### src/rtl/wb_switch_pkg.sv
// Shared definitions for the Wishbone bus switch.
//   state_t : FSM states of the switch (IDLE, BUSY, ERR)
//   M0, M1  : master indices (M0 = instruction port, M1 = data port)
//   clog2   : ceiling log2, used for index and counter widths
package wb_switch_pkg;

  typedef enum logic [1:0] {
    IDLE = 2'd0,
    BUSY = 2'd1,
    ERR  = 2'd2
  } state_t;

  localparam logic M0 = 1'b0;
  localparam logic M1 = 1'b1;

  function automatic int clog2(input int value);
    int result;
    result = 0;
    for (int i = 0; i < 31; i++) begin
      if ((1 << i) < value) result = i + 1;
    end
    return result;
  endfunction

endpackage

### src/rtl/wb_addr_decoder.sv
// Combinational address decoder for the Wishbone bus switch.
//   adr : address presented by the master being granted
//   hit : at least one slave window matches adr
//   idx : index of the lowest-numbered matching slave (0 when no hit)
// Slave k matches when (adr & MASK_k) == (BASE_k & MASK_k); base/mask
// vectors are packed with slave 0 in the least significant bits.
module wb_addr_decoder
  import wb_switch_pkg::*;
#(
  parameter int NUM_SLAVES = 7,
  parameter int ADDR_W = 32,
  parameter int IDX_W = 3,
  parameter logic [NUM_SLAVES*ADDR_W-1:0] SLAVE_BASE = '0,
  parameter logic [NUM_SLAVES*ADDR_W-1:0] SLAVE_MASK = '0
) (
  input  logic [ADDR_W-1:0] adr,
  output logic              hit,
  output logic [IDX_W-1:0]  idx
);

  logic [NUM_SLAVES-1:0] match;

  generate
    for (genvar gi = 0; gi < NUM_SLAVES; gi++) begin : g_match
      assign match[gi] = ((adr & SLAVE_MASK[gi*ADDR_W +: ADDR_W]) ==
                          (SLAVE_BASE[gi*ADDR_W +: ADDR_W] & SLAVE_MASK[gi*ADDR_W +: ADDR_W]));
    end
  endgenerate

  // Scan from the top down so the lowest matching index is written last.
  always_comb begin
    hit = 1'b0;
    idx = '0;
    for (int k = NUM_SLAVES - 1; k >= 0; k--) begin
      if (match[k]) begin
        hit = 1'b1;
        idx = IDX_W'(k);
      end
    end
  end

endmodule

### src/rtl/wb_bus_switch_n.sv
// Two-master, N-slave Wishbone classic interconnect.
//   clk_i, rst_i          : clock, synchronous active-low reset
//   m0_* / m1_*           : instruction / data master ports (stb, we, adr,
//                           dat, sel in; dat, ack, err out)
//   slave_cyc_o/stb_o     : one-hot per-slave cycle and strobe
//   slave_we/adr/dat/sel_o: shared request bus, muxed from the granted master
//   slave_dat_i/ack_i     : packed per-slave read data and acks
// Masters are arbitrated round-robin in IDLE, one transfer at a time.
// Unmapped addresses and slaves that never ack produce a one-cycle err.
module wb_bus_switch_n
  import wb_switch_pkg::*;
#(
  parameter int NUM_SLAVES = 7,
  parameter int ADDR_W = 32,
  parameter int DATA_W = 32,
  parameter logic [NUM_SLAVES*ADDR_W-1:0] SLAVE_BASE = {
    32'h1000_0600, 32'h1000_0500, 32'h1000_0400, 32'h1000_0300,
    32'h1000_0200, 32'h1000_0100, 32'h1000_0000},
  parameter logic [NUM_SLAVES*ADDR_W-1:0] SLAVE_MASK = {NUM_SLAVES{32'hFFFF_FF00}},
  parameter int TIMEOUT_CYCLES = 255
) (
  input  logic                         clk_i,
  input  logic                         rst_i,
  input  logic                         m0_stb_i,
  input  logic                         m0_we_i,
  input  logic [ADDR_W-1:0]            m0_adr_i,
  input  logic [DATA_W-1:0]            m0_dat_i,
  input  logic [DATA_W/8-1:0]          m0_sel_i,
  output logic [DATA_W-1:0]            m0_dat_o,
  output logic                         m0_ack_o,
  output logic                         m0_err_o,
  input  logic                         m1_stb_i,
  input  logic                         m1_we_i,
  input  logic [ADDR_W-1:0]            m1_adr_i,
  input  logic [DATA_W-1:0]            m1_dat_i,
  input  logic [DATA_W/8-1:0]          m1_sel_i,
  output logic [DATA_W-1:0]            m1_dat_o,
  output logic                         m1_ack_o,
  output logic                         m1_err_o,
  output logic [NUM_SLAVES-1:0]        slave_cyc_o,
  output logic [NUM_SLAVES-1:0]        slave_stb_o,
  output logic                         slave_we_o,
  output logic [ADDR_W-1:0]            slave_adr_o,
  output logic [DATA_W-1:0]            slave_dat_o,
  output logic [DATA_W/8-1:0]          slave_sel_o,
  input  logic [NUM_SLAVES*DATA_W-1:0] slave_dat_i,
  input  logic [NUM_SLAVES-1:0]        slave_ack_i
);

  localparam int IDX_W = (NUM_SLAVES > 1) ? clog2(NUM_SLAVES) : 1;
  localparam int CNT_W = clog2(TIMEOUT_CYCLES + 1);
  localparam logic [CNT_W-1:0] CNT_LAST = CNT_W'(TIMEOUT_CYCLES - 1);
  localparam logic [CNT_W-1:0] CNT_MAX = '1;

  state_t            state_reg;
  logic              grant_reg;
  logic              last_grant_reg;
  logic [IDX_W-1:0]  slave_idx_reg;
  logic [CNT_W-1:0]  count_reg;

  logic              grant_next;
  logic [ADDR_W-1:0] req_adr;
  logic              dec_hit;
  logic [IDX_W-1:0]  dec_idx;
  logic              busy;
  logic              granted_stb;
  logic              sel_ack;
  logic [DATA_W-1:0] sel_rdata;
  logic [DATA_W-1:0] rdata_arr [NUM_SLAVES];

  // Round-robin: on a tie the master that did not win last time goes next.
  always_comb begin
    grant_next = M0;
    if (m0_stb_i && m1_stb_i) grant_next = ~last_grant_reg;
    else if (m1_stb_i)        grant_next = M1;
  end

  assign req_adr = (grant_next == M1) ? m1_adr_i : m0_adr_i;

  wb_addr_decoder #(
    .NUM_SLAVES (NUM_SLAVES),
    .ADDR_W     (ADDR_W),
    .IDX_W      (IDX_W),
    .SLAVE_BASE (SLAVE_BASE),
    .SLAVE_MASK (SLAVE_MASK)
  ) u_decoder (
    .adr (req_adr),
    .hit (dec_hit),
    .idx (dec_idx)
  );

  generate
    for (genvar gi = 0; gi < NUM_SLAVES; gi++) begin : g_slave
      assign rdata_arr[gi]   = slave_dat_i[gi*DATA_W +: DATA_W];
      assign slave_stb_o[gi] = busy && (slave_idx_reg == IDX_W'(gi));
      assign slave_cyc_o[gi] = slave_stb_o[gi];
    end
  endgenerate

  assign busy        = (state_reg == BUSY);
  assign granted_stb = (grant_reg == M1) ? m1_stb_i : m0_stb_i;
  assign sel_ack     = slave_ack_i[slave_idx_reg];
  assign sel_rdata   = rdata_arr[slave_idx_reg];

  // Shared request bus follows the granted master only while a slave is strobed.
  assign slave_we_o  = busy && ((grant_reg == M1) ? m1_we_i : m0_we_i);
  assign slave_adr_o = busy ? ((grant_reg == M1) ? m1_adr_i : m0_adr_i) : '0;
  assign slave_dat_o = busy ? ((grant_reg == M1) ? m1_dat_i : m0_dat_i) : '0;
  assign slave_sel_o = busy ? ((grant_reg == M1) ? m1_sel_i : m0_sel_i) : '0;

  assign m0_ack_o = busy && (grant_reg == M0) && sel_ack;
  assign m1_ack_o = busy && (grant_reg == M1) && sel_ack;
  assign m0_err_o = (state_reg == ERR) && (grant_reg == M0);
  assign m1_err_o = (state_reg == ERR) && (grant_reg == M1);
  assign m0_dat_o = (busy && (grant_reg == M0)) ? sel_rdata : '0;
  assign m1_dat_o = (busy && (grant_reg == M1)) ? sel_rdata : '0;

  always_ff @(posedge clk_i) begin
    if (!rst_i) begin
      state_reg      <= IDLE;
      grant_reg      <= M0;
      last_grant_reg <= M1;
      slave_idx_reg  <= '0;
      count_reg      <= '0;
    end else begin
      case (state_reg)
        IDLE: begin
          if (m0_stb_i || m1_stb_i) begin
            grant_reg      <= grant_next;
            last_grant_reg <= grant_next;
            slave_idx_reg  <= dec_idx;
            count_reg      <= '0;
            state_reg      <= dec_hit ? BUSY : ERR;
          end
        end
        BUSY: begin
          // Ack has priority over both abort and timeout in the same cycle.
          if (sel_ack)                    state_reg <= IDLE;
          else if (!granted_stb)          state_reg <= IDLE;
          else if (count_reg == CNT_LAST) state_reg <= ERR;
          if (count_reg != CNT_MAX) count_reg <= count_reg + 1'b1;
        end
        ERR:     state_reg <= IDLE;
        default: state_reg <= IDLE;
      endcase
    end
  end

endmodule

### config.mk
export PLATFORM = sky130hd
export DESIGN_NAME = wb_bus_switch_n
export DESIGN_NICKNAME = d
export VERILOG_FILES = /design/src/rtl/wb_switch_pkg.sv /design/src/rtl/wb_addr_decoder.sv /design/src/rtl/wb_bus_switch_n.sv
export SDC_FILE = /design/constraint.sdc
export NUM_CORES = 1
export LEC_CHECK = 0
export ABC_AREA = 1
export CAP_MARGIN = 15
export CORE_AREA = 2 2 202 204
export DETAILED_ROUTE_END_ITERATION = 10
export DIE_AREA = 0 0 204 206
export SLEW_MARGIN = 30
export SYNTH_ARGS = -nofsm -noshare
export SYNTH_HDL_FRONTEND = slang
export SYNTH_SLANG_ARGS = --single-unit
### constraint.sdc
create_clock -name clk_i -period 1.85 [get_ports clk_i]
set_clock_uncertainty 0.1 [all_clocks]
set_input_delay 0.37 -clock clk_i [delete_from_list [all_inputs] [get_ports clk_i]]
set_output_delay 0.37 -clock clk_i [all_outputs]
set_load 0.01 [all_outputs]
=== Yosys cells after proc, flatten, opt, wreduce, memory -nomap -nowiden ===
Cells that the tools add are included.

* $add $sub $neg: 1
* Multipliers: 0
* Div/mod/pow operators: 0
* $lt $le $gt $ge: 2
* Equality and inequality tests: 20
* Shifts and indexed selects: 0
* Multiplexer cells: 41
* Bitwise logic cells: 3
* Reductions and logical operators: 22

{| class="wikitable"
|+ Operator list
! cell !! count
|-
| $mux W32 || 9
|-
| $eq A24 B21 Y1 const B || 7
|-
| $bmux W32 S3 || 1
|-
| $mux W3 || 7
|-
| $mux W8 || 2
|-
| $pmux W8 S2 || 1
|-
| $logic_and A1 B1 Y1 || 15
|-
| $mux W1 || 12
|-
| $mux W2 || 5
|-
| $eq A3 B3 Y1 const B || 3
|-
| $add A8 B1 Y8 const B || 1
|-
| $eq A8 B8 Y1 const B || 1
|-
| $mux W4 || 2
|-
| $ne A8 B8 Y1 const B || 1
|-
| $eq A3 B2 Y1 const B || 2
|-
| $ge A4 B4 Y1 const B || 1
|-
| $lt A3 B4 Y1 const B || 1
|-
| $ne A4 B2 Y1 const B || 1
|-
| $not A3 Y4 || 1
|-
| $pmux W2 S2 || 1
|-
| $reduce_and A2 Y1 || 2
|-
| $bmux W1 S3 || 1
|-
| $eq A3 B1 Y1 const B || 1
|-
| $logic_not A3 Y1 || 1
|-
| 9 further kinds || 10
|}

* Bits in registers: 15
* Latch bits: 0
* RAM bits: 0
* Bits in read-only memories: 0
* Input bits: 373
* Output and inout bits: 151
* Logic and storage cells: 94
* Memories: 0

=== Longest topological paths before layout ===
* Depth after elaboration: 14
* Depth in mapped cells: 10
* Gate-level depth less buffers: 10

=== Hierarchy ===
A second synthesis with hierarchy kept.

* Cell total of the unflattened synthesis: 948
* Area total of the unflattened synthesis: 4,359.2 um2

{| class="wikitable"
|+ Modules (own cells, without submodules)
! module !! times used !! cells each !! area an instance (um2) !! seq. area each (um2)
|-
| wb_bus_switch_n || 1 || 897 || 4,135.2 || 300.3
|-
| wb_addr_decoder || 1 || 51 || 224.0 || 0.0
|}

=== Worst setup path before layout ===
OpenSTA, ideal clock, no wires.

* Kind: reg2out
* Start: register slave_idx_reg[2]
* End: output slave_stb_o[2]
* Arrival: 1.320 ns
* Required time: 1.380 ns
* Setup slack: 0.060 ns
* Stages on the path, launching flop included: 7
* Path buffers: 3
* Cell sequence: dfxtp_1 buf_2 clkinv_1 clkbuf_1 nand2_1 nor2_1 buf_4

* Longest elaborated chain between the ends: 2

{| class="wikitable"
|+ RTL lines
! item !! RTL line !! RTL
|-
| start: declaration || wb_bus_switch_n.sv:58 || <nowiki>logic [IDX_W-1:0] slave_idx_reg;</nowiki>
|-
| start signal: assignment || wb_bus_switch_n.sv:131 || <nowiki>slave_idx_reg <= dec_idx;</nowiki>
|-
| $eq A3 B2 Y1 || wb_bus_switch_n.sv:95 || <nowiki>assign slave_stb_o[gi] = busy && (slave_idx_reg == IDX_W'(gi));</nowiki>
|-
| $logic_and A1 B1 Y1 || wb_bus_switch_n.sv:95 ||
|-
| end: declaration || wb_bus_switch_n.sv:41 || <nowiki>output logic [NUM_SLAVES-1:0] slave_stb_o,</nowiki>
|}

Every way passes these cells.

=== Worst setup path in the final report ===
* Start: register slave_idx_reg[0]
* End: output m1_dat_o[16]

* Longest elaborated chain between the ends: 5

{| class="wikitable"
|+ RTL lines
! item !! RTL line !! RTL
|-
| $not A3 Y4 (not written as such) || wb_bus_switch_n.sv:103 || <nowiki>assign sel_rdata = rdata_arr[slave_idx_reg];</nowiki>
|-
| $bmux W32 S3 || wb_bus_switch_n.sv:103 ||
|-
| $mux W32 (not written as such) (2 in a row) || wb_bus_switch_n.sv:103 ||
|-
| $mux W32 || wb_bus_switch_n.sv:116 || <nowiki>assign m1_dat_o = (busy && (grant_reg == M1)) ? sel_rdata : '0;</nowiki>
|-
| end: declaration || wb_bus_switch_n.sv:37 || <nowiki>output logic [DATA_W-1:0] m1_dat_o,</nowiki>
|}

Every way passes these cells. The select of a mux whose other input is x is not followed.

==> results_dict.tcl <==
set metrics [dict create \
    rsz0062_at_grt "yes" \
    die_height_um 206 \
    hold_class "reg -> reg" \
    fin_tns_setup_ns -30.03 \
    drc 0 \
    status "finished with violations" \
    start_util_pct 9.91 \
    cp_cell_sequence "buf_6, nor2_4, buf_12, buf_6, nand2_4, nand2_2, nor2_2, a41o_1, nor2_2, buf_2" \
    finalPower_mw 2.34 \
    cts_buffers 3 \
    instances_no_fill 1969 \
    crit_slowest_cell "dfxtp_4" \
    cts-root-buf "clkbuf_16" \
    drv_slew 0 \
    postSynthCellCount 798 \
    synth_cell_types 38 \
    synth.avg_cell_area_um2 4.99 \
    grt_max_degree 39 \
    setup_viol 124 \
    max_freq_ghz 0.425 \
    synth.cell_area_mm2 0.00398 \
    largest_reg_flops 8 \
    power_density_mw_per_mm2 190 \
    routed_wl_mm 40.3 \
    cts_sinks 15 \
    grt_overflow_total 0 \
    cp_max_fo 8 \
    cts_buffer_depth 2 \
    max_stage_delay_ns 0.36 \
    die_area_mm2 0.0420 \
    cts_tree "built" \
    yosysSeqAreaShare_pct 7.54 \
    insertion_delay_ns 0.25 \
    cp_num_buf_inv 4 \
    die_w_um 204 \
    path_clk_slew_ns 0.05 \
    hold_slack_ns 0.361 \
    p_leak_nw 5.35 \
    fin_nets 1811 \
    ys_warn_count 0 \
    pin_count 524 \
    worst-endpoint-required_ns 1.38 \
    drive_gt1_share_pct 40.5 \
    dp_hpwl_mm 28.8 \
    start_kind "flop" \
    violations "negative setup slack" \
    synthToLayoutAreaGrowth_pct 210 \
    cp.arrival_ns 1.88 \
    port_buffers 523 \
    hold_viol 0 \
    final_util_pct 30.8 \
    final_common_cell "clkdlybuf4s50_1" \
    place.gp.congestion 0.925 \
    drt-initial-drc-count 424 \
    slew_headroom_pct 76.5 \
    worstMarginPinSlew_ns 0.353 \
    dp_cells 1900 \
    design.core.area_mm2 0.0402 \
    finalWorstSetupSlack_ns -0.501 \
    drv_cap 0 \
    antenna_left 0 \
    grt_pass1_vias 8160 \
    dr.pass1.iters 5 \
    antenna_found_initial 11 \
    path_delay_family "buffers and inverters" \
    fillers 4314 \
    syn_nets 1173 \
    rows 74 \
    htreeDepth 1 \
    grt_pass1_wl_mm 52.2 \
    route.vias.total 8335 \
    layout_min_cycle_time_ns 2.35 \
    cp-end-kind "output port" \
    peakVddDrop_mv 0.215 \
    grt_usage_pct 16.8 \
    post_drt_wl_per_cell_um 20.4 \
    ys_ff_latch 15 \
    layout_common_cells "369 x clkdlybuf4s50_1, 237 x nand2_1, 124 x buf_2" \
    viasPerCell 4.23 \
    period_share_pct 127 \
    worst-setup-path-type "reg -> out" \
]
[worst register-to-register path, delay by kind of cell, from the launching register on]
family	cells	cell delay [ns]
AND/OR/NAND/NOR	4	0.26
buffers and inverters	6	0.71
AO/OA/AOI/OAI	2	0.39
flip-flops	1	0.36
[per-stage QoR]
stage                     instance area (um^2)  setup slack [ns]
after CTS                                11500            -0.536
after detailed placement                 10500            -0.797
final                                    12400            -0.501
after global placement                   10500            -0.842
after global routing                     12400            -0.591
after floorplan                           3980            0.0597
[final cells by class]
type / count / area, um^2 / share of cell area, %
diodes: 2 / 5.00 / 0.0405
clock inverters: 1 / 5.00 / 0.0405
clock buffers: 3 / 75.1 / 0.607
repair buffers: 698 / 6870 / 55.6
multi-input cells: 678 / 4270 / 34.5
well taps: 532 / 666 / 5.38
inverters: 40 / 165 / 1.34
flip-flops and latches: 15 / 313 / 2.53
[repair_timing]
| action | 4_1_cts | 5_1_grt |
|---|---|---|
| pin swaps | 58 | 84 |
| cloned | 15 | 7 |
| setup endpoints to repair | 156 | 135 |
| gates resized for setup | 823 | 172 |
| buffers inserted | 36 | 15 |
| hold buffers | 0 | 0 |
[cells in the mapped netlist]
cell type  instances  area [um^2]
ha_1               2         25.0
a21oi_1           85          425
buf_1              2         7.51
nor2_1           110          413
o21ai_1           13         65.1
a211oi_1           1         7.51
o21ai_2            2         17.5
buf_4             17          128
o211a_1            1         10.0
xor2_1             1         8.76
clkbuf_1          29          109
o21a_1             1         7.51
nor3_2             1         10.0
nand3_1           56          280
o21ai_0           12         60.1
mux2i_1            3         30.0
buf_6              4         45.0
nand2_4            1         11.3
nor3_1             4         20.0
o22ai_1            8         50.1
a22oi_1           50          375
nor2_8             1         20.0
nand2_2            2         12.5
and3_1             1         6.26
nand2_1          300         1130
inv_2              7         26.3
a41o_1             7         70.1
buf_2             13         65.1
nor2_4             3         33.8
a31oi_1            3         18.8
nand3b_1           1         7.51
o2111ai_1          3         26.3
dfxtp_1           15          300
clkinv_1           1         3.75
nand4_1            4         25.0
a41oi_1            1         8.76
nor3b_1            1         7.51
inv_1             32          120
[cells by family after synthesis]
| group | count (synthesis) | share of synthesized area [%] |
|---|---|---|
| AO/OA/AOI/OAI | 187 | 28.7 |
| buffers and inverters | 105 | 12.7 |
| adder cells (fa/ha/maj) | 2 | 0.628 |
| multiplexers | 3 | 0.754 |
| AND/OR/NAND/NOR | 485 | 49.5 |
| flip-flops | 15 | 7.54 |
| XOR/XNOR | 1 | 0.220 |
[layer usage]
metal / wire length (um) / vias up / share of wire [%] / track usage (%)
met5: 25 / - / 0.062 / 0
met4: 1010 / 4 / 2.5 / 3.70
met3: 2640 / 72 / 6.6 / 2.79
met2: 21300 / 436 / 53 / 33.4
met1: 15200 / 3883 / 38 / 18.5
li1: - / 3940 / - / -
[report_power, final]
group | internal [mW] | switching [mW]
registers | 0.329 | 0.00977
clock network | 0.289 | 0.143
logic | 0.993 | 0.579
[final timing paths]
kind	from	to	slack (ns)	cells past startpoint
worst max-delay path	slave_idx_reg[0]	m1_dat_o[16]	-0.50	10
worst max register to register	slave_idx_reg[1]	state_reg[1]	-0.02	12
worst min-delay path	count_reg[7]	count_reg[7]	0.36	1
worst min register to register	count_reg[7]	count_reg[7]	0.36	1
Note: power is estimated with default switching activity, not from simulation.
